[config.mk]
export PLATFORM = sky130hd
export DESIGN_NAME = packet_router_rr
export DESIGN_NICKNAME = d
export VERILOG_FILES = /design/src/rtl/packet_router_rr.sv
export SDC_FILE = /design/constraint.sdc
export NUM_CORES = 2
export LEC_CHECK = 0
export ABC_CLOCK_PERIOD_IN_PS = 7400
export CAP_MARGIN = 20
export CORE_ASPECT_RATIO = 1.5
export CORE_MARGIN = 4
export CORE_UTILIZATION = 35
export DETAILED_ROUTE_END_ITERATION = 8
export GPL_ROUTABILITY_DRIVEN = 0
export SLEW_MARGIN = 20
export SYNTH_ARGS = -nofsm -noshare
export SYNTH_HDL_FRONTEND = slang
export SYNTH_SLANG_ARGS = --single-unit
[constraint.sdc]
create_clock -name iClk -period 7.4 [get_ports iClk]
set_input_delay 1.48 -clock iClk [delete_from_list [all_inputs] [get_ports iClk]]
set_output_delay 1.48 -clock iClk [all_outputs]
set_load 0.05 [all_outputs]
[src/rtl/packet_router_rr.sv]
// Round-robin packet router: classifies words into per-path FIFOs and drains them to one registered output.
// Drop counters exist only when PKT_ROUTER_DROP_CNT_EN is defined; otherwise both counter ports read 0.
module packet_router_rr #(
    parameter int PATH_COUNT  = 4,
    parameter int DATA_WIDTH  = 64,
    parameter int FIFO_DEPTH  = 8,
    parameter int MATCH_WIDTH = 4
) (
    input  logic                        iClk,
    input  logic                        iRstN,
    input  logic                        iPktValid,
    input  logic [DATA_WIDTH-1:0]       iPktData,
    input  logic [PATH_COUNT-1:0][31:0] iRegMatchCriteria,
    input  logic                        iOutReady,
    output logic [DATA_WIDTH-1:0]       oData,
    output logic [PATH_COUNT-1:0]       oDataVld,
    output logic [PATH_COUNT-1:0]       oFifoFull,
    output logic [31:0]                 oDropNoMatch,
    output logic [31:0]                 oDropFull
);
    localparam int PTR_W = $clog2(FIFO_DEPTH);
    localparam int CNT_W = PTR_W + 1;
    localparam int IDX_W = $clog2(PATH_COUNT);
    localparam logic [CNT_W-1:0] DEPTH_CNT = CNT_W'(FIFO_DEPTH);

    logic [DATA_WIDTH-1:0]  mem    [PATH_COUNT][FIFO_DEPTH];
    logic [PTR_W-1:0]       wr_ptr [PATH_COUNT];
    logic [PTR_W-1:0]       rd_ptr [PATH_COUNT];
    logic [CNT_W-1:0]       count  [PATH_COUNT];
    logic [IDX_W-1:0]       last_grant;

    logic [MATCH_WIDTH-1:0] pkt_field;
    logic                   hit_any;
    logic [IDX_W-1:0]       hit_idx;
    logic                   target_full;
    logic [PATH_COUNT-1:0]  wr_en;
    logic [PATH_COUNT-1:0]  rd_en;
    logic                   out_load;
    logic                   grant_vld;
    logic [IDX_W-1:0]       grant_idx;
    logic [PATH_COUNT-1:0]  grant_onehot;
    logic [IDX_W-1:0]       cand;
    int                     scan;

    assign pkt_field   = iPktData[DATA_WIDTH-1 -: MATCH_WIDTH];
    assign out_load    = (oDataVld == '0) || iOutReady;
    assign target_full = hit_any && (count[hit_idx] == DEPTH_CNT);

    // Descending scan so the lowest matching path wins on multiple hits.
    always_comb begin
        hit_any = 1'b0;
        hit_idx = '0;
        for (int i = PATH_COUNT - 1; i >= 0; i--) begin
            if (iPktValid && (pkt_field == iRegMatchCriteria[i][31 -: MATCH_WIDTH])) begin
                hit_any = 1'b1;
                hit_idx = IDX_W'(i);
            end
        end
    end

    always_comb begin
        grant_vld    = 1'b0;
        grant_idx    = '0;
        grant_onehot = '0;
        scan         = 0;
        cand         = '0;
        for (int k = 1; k <= PATH_COUNT; k++) begin
            scan = int'(last_grant) + k;
            if (scan >= PATH_COUNT) begin
                scan = scan - PATH_COUNT;
            end
            cand = IDX_W'(scan);
            if (!grant_vld && (count[cand] != '0)) begin
                grant_vld = 1'b1;
                grant_idx = cand;
            end
        end
        if (grant_vld) begin
            grant_onehot[grant_idx] = 1'b1;
        end
    end

    always_comb begin
        wr_en     = '0;
        rd_en     = '0;
        oFifoFull = '0;
        for (int i = 0; i < PATH_COUNT; i++) begin
            wr_en[i]     = hit_any && !target_full && (hit_idx == IDX_W'(i));
            rd_en[i]     = out_load && grant_vld && (grant_idx == IDX_W'(i));
            oFifoFull[i] = (count[i] == DEPTH_CNT);
        end
    end

    always_ff @(posedge iClk or negedge iRstN) begin
        if (!iRstN) begin
            for (int i = 0; i < PATH_COUNT; i++) begin
                wr_ptr[i] <= '0;
                rd_ptr[i] <= '0;
                count[i]  <= '0;
            end
        end else begin
            for (int i = 0; i < PATH_COUNT; i++) begin
                if (wr_en[i]) begin
                    wr_ptr[i] <= wr_ptr[i] + PTR_W'(1);
                end
                if (rd_en[i]) begin
                    rd_ptr[i] <= rd_ptr[i] + PTR_W'(1);
                end
                count[i] <= count[i] + CNT_W'(wr_en[i]) - CNT_W'(rd_en[i]);
            end
        end
    end

    // Storage needs no reset: occupancy is governed entirely by the pointers and counts.
    always_ff @(posedge iClk) begin
        for (int i = 0; i < PATH_COUNT; i++) begin
            if (wr_en[i]) begin
                mem[i][wr_ptr[i]] <= iPktData;
            end
        end
    end

    always_ff @(posedge iClk or negedge iRstN) begin
        if (!iRstN) begin
            oData      <= '0;
            oDataVld   <= '0;
            last_grant <= IDX_W'(PATH_COUNT - 1);
        end else if (out_load) begin
            oDataVld <= grant_onehot;
            if (grant_vld) begin
                oData      <= mem[grant_idx][rd_ptr[grant_idx]];
                last_grant <= grant_idx;
            end
        end
    end

`ifdef PKT_ROUTER_DROP_CNT_EN
    logic drop_nomatch;
    logic drop_full;

    assign drop_nomatch = iPktValid && !hit_any;
    assign drop_full    = target_full;

    always_ff @(posedge iClk or negedge iRstN) begin
        if (!iRstN) begin
            oDropNoMatch <= '0;
            oDropFull    <= '0;
        end else begin
            if (drop_nomatch && (oDropNoMatch != '1)) begin
                oDropNoMatch <= oDropNoMatch + 32'd1;
            end
            if (drop_full && (oDropFull != '1)) begin
                oDropFull <= oDropFull + 32'd1;
            end
        end
    end
`else
    assign oDropNoMatch = '0;
    assign oDropFull    = '0;
`endif

endmodule

### Word level (Yosys, flattened, before mapping)

Memories as Yosys holds them, arrays and structs flattened.
Cells that the tools add are included.

* word-level logic and storage cells: 195
* memories kept: 1
* RAM bits: 2048
* register bits: 110

Memories
* mem: depth 4, width 512, rd ports 1, clocked after memory_dff 0, write ports 1, line 26 `logic [DATA_WIDTH-1:0] mem [PATH_COUNT][FIFO_DEPTH];`

* multiplexer cells: 69
* reductions and logical operators: 39
* $add $sub $neg: 24
* eq/ne operators: 15
* magnitude comparators: 21
* bitwise logic cells: 11

Operators with widths (number)
* 2-to-1 mux 512 bit: 10
* OR reduction 512 bit: 3
* demux 64 bit (select 3 bit): 4
* 2-to-1 mux 64 bit: 6
* binary-select mux 64 bit (select 3 bit): 1
* 2-to-1 mux 4 bit: 11
* binary-select mux 4 bit (select 2 bit): 5
* 2-to-1 mux 2 bit: 15
* greater-or-equal comparator 3 bit (second input constant): 9
* adder 3 x 1 -> 3 bit (second input constant): 8
* logical AND 1 bit: 23
* equality test 4 bit (second input constant): 5
* greater-or-equal comparator 4 bit (second input constant): 5
* NOT 3 -> 4 bit: 5
* NOT 2 -> 3 bit: 6
* adder 4 x 1 -> 4 bit: 4
* equality test 4 bit: 4
* less-than comparator 4 x 1 -> 1 bit (second input constant): 4
* nonzero test 4 bit: 4
* subtractor 4 x 1 -> 4 bit: 4
* 2-to-1 mux 1 bit: 13
* equality test 2 bit (second input constant): 4
* subtractor 2 x 1 -> 2 bit (second input constant): 4
* adder 2 x 2 -> 3 bit (second input constant): 2
* 14 further kinds: 20

### Logic depth before layout (Yosys ltp)

* word-level depth: 26
* mapped depth: 17
* gate-level depth less buffers: 14

### Least setup slack after synthesis

OpenSTA, ideal clock, no wires.

* kind: input-to-reg
* from: input port iPktData[60]
* to: memory mem[0][192] (netlist name), enable pin
* arrival: 8.997 ns
* setup time: 0.667 ns
* cell stages on the path: 6
* slack: -2.264 ns
* path buffers: 1
* required time: 6.733 ns
* path through: clkbuf_1 > xnor2_1 > nand3_1 > a21oi_1 > inv_1 > nor4b_1

* word-level cells in the longest chain between the ends: 21
* elaborated cells between the ends (all ways): 49
* classes of those cells: eq/ne (8); mux (25); bitwise (1); reduce/logical (15)

Ends and longest elaborated chain
* start, declared: line 12 `input logic [DATA_WIDTH-1:0] iPktData,`
* equality test 4 bit: line 54 `if (iPktValid && (pkt_field == iRegMatchCriteria[i][31 -: MATCH_WIDTH])) begin`
* logical AND 1 bit: line 54
* 2-to-1 mux 2 bit (4 in a row): line 54
* NOT 2 -> 3 bit (implied by the code): line 47 `assign target_full = hit_any && (count[hit_idx] == DEPTH_CNT);`
* binary-select mux 4 bit (select 2 bit): line 47
* 2-to-1 mux 4 bit (implied by the code) (2 in a row): line 47
* equality test 4 bit: line 47
* logical AND 1 bit: line 47
* logical NOT 1 bit: line 88 `wr_en[i] = hit_any && !target_full && (hit_idx == IDX_W'(i));`
* logical AND 1 bit (2 in a row): line 88
* 2-to-1 mux 1 bit: line 117 `if (wr_en[i]) begin`
* 2-to-1 mux 512 bit (implied by the code): line 118 `mem[i][wr_ptr[i]] <= iPktData;`
* OR reduction 512 bit (no source line)
* 2-to-1 mux 2 bit (no source line) / 2-to-1 mux 512 bit (equally long branches) (3 in a row)
* end, declared: line 26

Several ways; a longest one is shown, not always the timed one. The select of a mux whose other input is x is not followed.

### Worst setup path after layout

* from: register count[5] (netlist name)
* to: register oData[2]

* word-level cells in the longest chain between the ends: 22
* elaborated cells between the ends (all ways): 40
* classes of those cells: mux (26); bitwise (2); reduce/logical (11); memory (1)

Ends and longest elaborated chain
* start, declared: line 29 `logic [CNT_W-1:0] count [PATH_COUNT];`
* start signal, assigned by index: line 109 `count[i] <= count[i] + CNT_W'(wr_en[i]) - CNT_W'(rd_en[i]);`
* binary-select mux 4 bit (select 2 bit): line 73 `if (!grant_vld && (count[cand] != '0)) begin`
* 2-to-1 mux 4 bit (implied by the code) (2 in a row): line 73
* nonzero test 4 bit: line 73
* 2-to-1 mux 1 bit: line 73
* logical NOT 1 bit: line 73
* logical AND 1 bit: line 73
* 2-to-1 mux 1 bit: line 73
* logical NOT 1 bit: line 73
* [3 not listed]
* logical AND 1 bit: line 73
* 2-to-1 mux 2 bit: line 73
* NOT 2 -> 3 bit (implied by the code): line 131 `oData <= mem[grant_idx][rd_ptr[grant_idx]];`
* binary-select mux 3 bit (select 2 bit): line 131
* 2-to-1 mux 3 bit (implied by the code) (2 in a row): line 131
* NOT 3 -> 4 bit (implied by the code): line 131
* binary-select mux 64 bit (select 3 bit): line 131
* 2-to-1 mux 64 bit (implied by the code) (2 in a row): line 131
* end signal, assigned: line 131
* end, declared: line 15 `output logic [DATA_WIDTH-1:0] oData,`

Several ways; a longest one is shown, not always the timed one. The select of a mux whose other input is x is not followed.
A chain may end at the register's enable or synchronous reset.

==> impl_metrics.csv <==
group,metric,value,unit
synthesis,synth_edf_count,2048,
cts,cts_resized,0,
setup_path,critPathKind,"reg2reg",
floorplan,core.rowCount,225,
cts,max-clock-path-buffers,4,
setup_path,cp-start-kind,"register",
grt,antenna_found_initial,14,
timing,post-route-period-util,67.2,%
cts,clock_sinks,2158,
timing,rsz0062_at_grt,"no",
synthesis,avgSynthCellArea,18.5,um2
setup_path,end_kind,"register",
setup_path,cp.arrival,5.69,ns
timing,slew_headroom,24.2,%
setup_path,critPathSlowestCell,"buf_4",
power_and_ir_drop,p_clk_share,21.8,%
power_and_ir_drop,leakagePower,37.3,nW
route,drtIter0Drc,2956,
layout,fin_nets,5226,
timing,fmax,201,MHz
synthesis,synth-seq-area-share,72.7,%
power_and_ir_drop,peakVddDrop,589,uV
synthesis,synthCells,4783,
layout,drive_gt1_share,11.3,%
setup_path,required,8.11,ns
timing,worst_slew_pin_slew,1.14,ns
cts,postCtsSetupBuffers,0,
power_and_ir_drop,pwr_density_cell,449,nW/um2
placement,port_buffers,155,
placement,place_area,93900,um2
hold_path,hp-class,"reg2reg",
layout,synthToLayoutAreaGrowth,13.1,%
cts,cts_max_level,4,
route,drtPass1Iterations,5,
grt,track_usage,15.6,%
floorplan,initial_core_util,35.2,%
timing,fin_setup_tns,0,ns
synthesis,synth-warning-count,0,
outcome,status,"completed",
route,wl_per_cell,24.7,um
floorplan,fp.dieW,418,um
grt,grt_pass1_wl,302000,um
timing,setup_viol,0,
timing,drv_slew,0,
synthesis,synthArstFlopShare,5.10,%
power_and_ir_drop,swShare,36.5,%
placement,hpwl,110000,um
route,drc,0,
placement,dp_cells,8093,
setup_path,max_stage_delay,0.88,ns
timing,hold_viol,0,
power_and_ir_drop,comb_power_share,46.4,%
cts,ctsHoldBuffers,0,
power_and_ir_drop,seq_power_share,31.8,%
floorplan,die_h,623,um
floorplan,core_area,251000,um2
setup_path,worstPathMaxFanout,92,
cts,path_clk_slew,0.07,ns
grt,grt_pass1_vias,44500,
route,vias,42700,
floorplan,io_pins,332,
cts,clk-insertion-delay-late,0.84,ns
power_and_ir_drop,switchingPower,0.0164,W
layout,stdcell_area,99900,um2
timing,fin_worst_skew,0.0632,ns
cts,cts_tree,"done",
power_and_ir_drop,p_int,0.0285,W
synthesis,synth-seq-cells,2158,
setup_path,crit_chain,"nor4_2 -> a2bb2oi_1 -> mux2_2 -> nand2_4 -> buf_12 -> buf_4 -> mux2i_1 -> mux2i_1 -> mux2_2 -> o221ai_1",
cts,cts_root_buf,"clkbuf_16",
grt,overflow,0,
route,drtAntennaViolNets,0,
run,maxCapViolations,0,
floorplan,dieArea,261000,um2
cts,numCtsBuffers,193,
layout,stdcell_count,8446,
timing,period_needed,4.97,ns
synthesis,synth_ff_type,"edfxtp_1",
timing,hold-worst-slack,0.470,ns
grt,grt_max_degree,131,
route,wirelength,209000,um
synthesis,netlist_area,88400,um2
route,viasPerCell,5.06,
synthesis,synth.distinct_cells,55,
## final cells by class
cell class / count / area (um2)
multi-input combinational: 2354 / 22600
clock inverter: 66 / 634
timing repair buffer: 260 / 2760
inverter: 31 / 116
antenna: 6 / 15.0
tap: 3291 / 4120
clock buffer: 280 / 5490
sequential: 2158 / 64300
fill: 22200 / 151000
## power groups by stage
stage	clock network [W]	registers (W)	logic [W]
final	0.00978	0.0143	0.0208
after global routing	0.0105	0.0143	0.0222
after CTS	0.0100	0.0143	0.0212
after detailed placement	0	0.0146	0.0211
after global placement	0	0.0146	0.0209
after floorplan	0	0.0150	0.0155
## metal layers
layer / GRT usage (%) / wire (um) / vias to the layer above
li1: - / - / 19100
met1: 18.8 / 84300 / 22600
met2: 29.2 / 111000 / 802
met3: 1.85 / 7260 / 310
met4: 4.67 / 5880 / 2
met5: 0 / 13 / -
## path summary, 6_finish.rpt
path	slack, ns	start	to	depth (start not counted)
worst max-delay path	2.43	count[5]	oData[2]	10
worst min-delay path	0.47	rd_ptr[2]	rd_ptr[2]	1
worst max register to register	2.43	count[5]	oData[2]	10
worst min register to register	0.47	rd_ptr[2]	rd_ptr[2]	1
max in group asynchronous	5.07	iRstN	oData[18]	2
min in group asynchronous	0.73	iRstN	oData[53]	1
## synthesized netlist by cell type, types with 3 or more instances
library cell | number | area share (%)
a21o_1 | 9 | 0.076
dfrtp_1 | 108 | 3.1
a21oi_1 | 6 | 0.034
nand2b_1 | 6 | 0.042
clkbuf_1 | 56 | 0.24
mux2i_1 | 1792 | 20
fa_1 | 4 | 0.091
nor2_1 | 25 | 0.11
ha_1 | 28 | 0.40
buf_2 | 85 | 0.48
inv_1 | 31 | 0.13
buf_8 | 12 | 0.20
mux2_2 | 135 | 1.7
nand2_1 | 94 | 0.40
and2_1 | 3 | 0.021
nand3_1 | 12 | 0.068
xnor2_1 | 26 | 0.26
o21ai_0 | 4 | 0.023
xor2_1 | 14 | 0.14
nand3b_1 | 3 | 0.025
buf_1 | 4 | 0.017
and3_1 | 4 | 0.028
nor4_1 | 6 | 0.042
nor3_1 | 17 | 0.096
o221ai_1 | 66 | 0.65
buf_6 | 19 | 0.24
edfxtp_1 | 2048 | 70
nor3b_1 | 6 | 0.051
buf_4 | 126 | 1.1
## metrics by stage
step	setup WS [ns]	util (%)	power [W]
5_1_grt	2.15	39.8	0.0470
6_report	2.43	39.8	0.0449
3_5_place_dp	1.77	37.4	0.0357
3_3_place_gp	1.77	37.4	0.0354
4_1_cts	2.34	39.9	0.0455
2_1_floorplan	-0.255	-	0.0305
## placed cells by master (no fill, tap or decap), types with 26 or more instances in the layout
cell type	count
o221ai_1	66
edfxtp_1	2048
inv_1	31
conb_1	64
ha_1	28
clkbuf_8	29
xnor2_1	26
nand2_1	92
buf_4	63
mux2_2	134
clkdlybuf4s50_1	134
clkbuf_1	56
dfrtp_1	108
clkbuf_16	195
buf_12	41
mux2i_1	1791
## registers in the layout, indices dropped and copies added (netlist names)
signal / cells
last_grant: 2
rd_ptr: 12
oDataVld: 4
wr_ptr: 12
oData: 64
count: 16
mem: 2048
## critical path, delay by kind of cell (launching register included)
kind / cells / cell delay [ns]
multiplexers: 4 / 1.18
AO/OA/AOI/OAI: 2 / 0.38
AND/OR/NAND/NOR: 2 / 1.18
buffers and inverters: 2 / 1.50
flip-flops: 1 / 0.46
## kinds of logic (layout without fill, tap and decap cells)
group | count (synthesis) | in the layout | share of synthesized area (%)
DFF | 2158 | 2158 | 72.7
muxes | 1929 | 1929 | 22.0
buffers and inverters | 334 | 637 | 2.39
and+or+nand+nor | 187 | 187 | 1.00
AOI/OAI and AO/OA | 102 | 102 | 0.953
xor gates and xnor gates | 40 | 40 | 0.396
adders and majority gates | 32 | 32 | 0.487
other | 1 | 70 | 0.00424
Power figures use the tool's default switching activity.
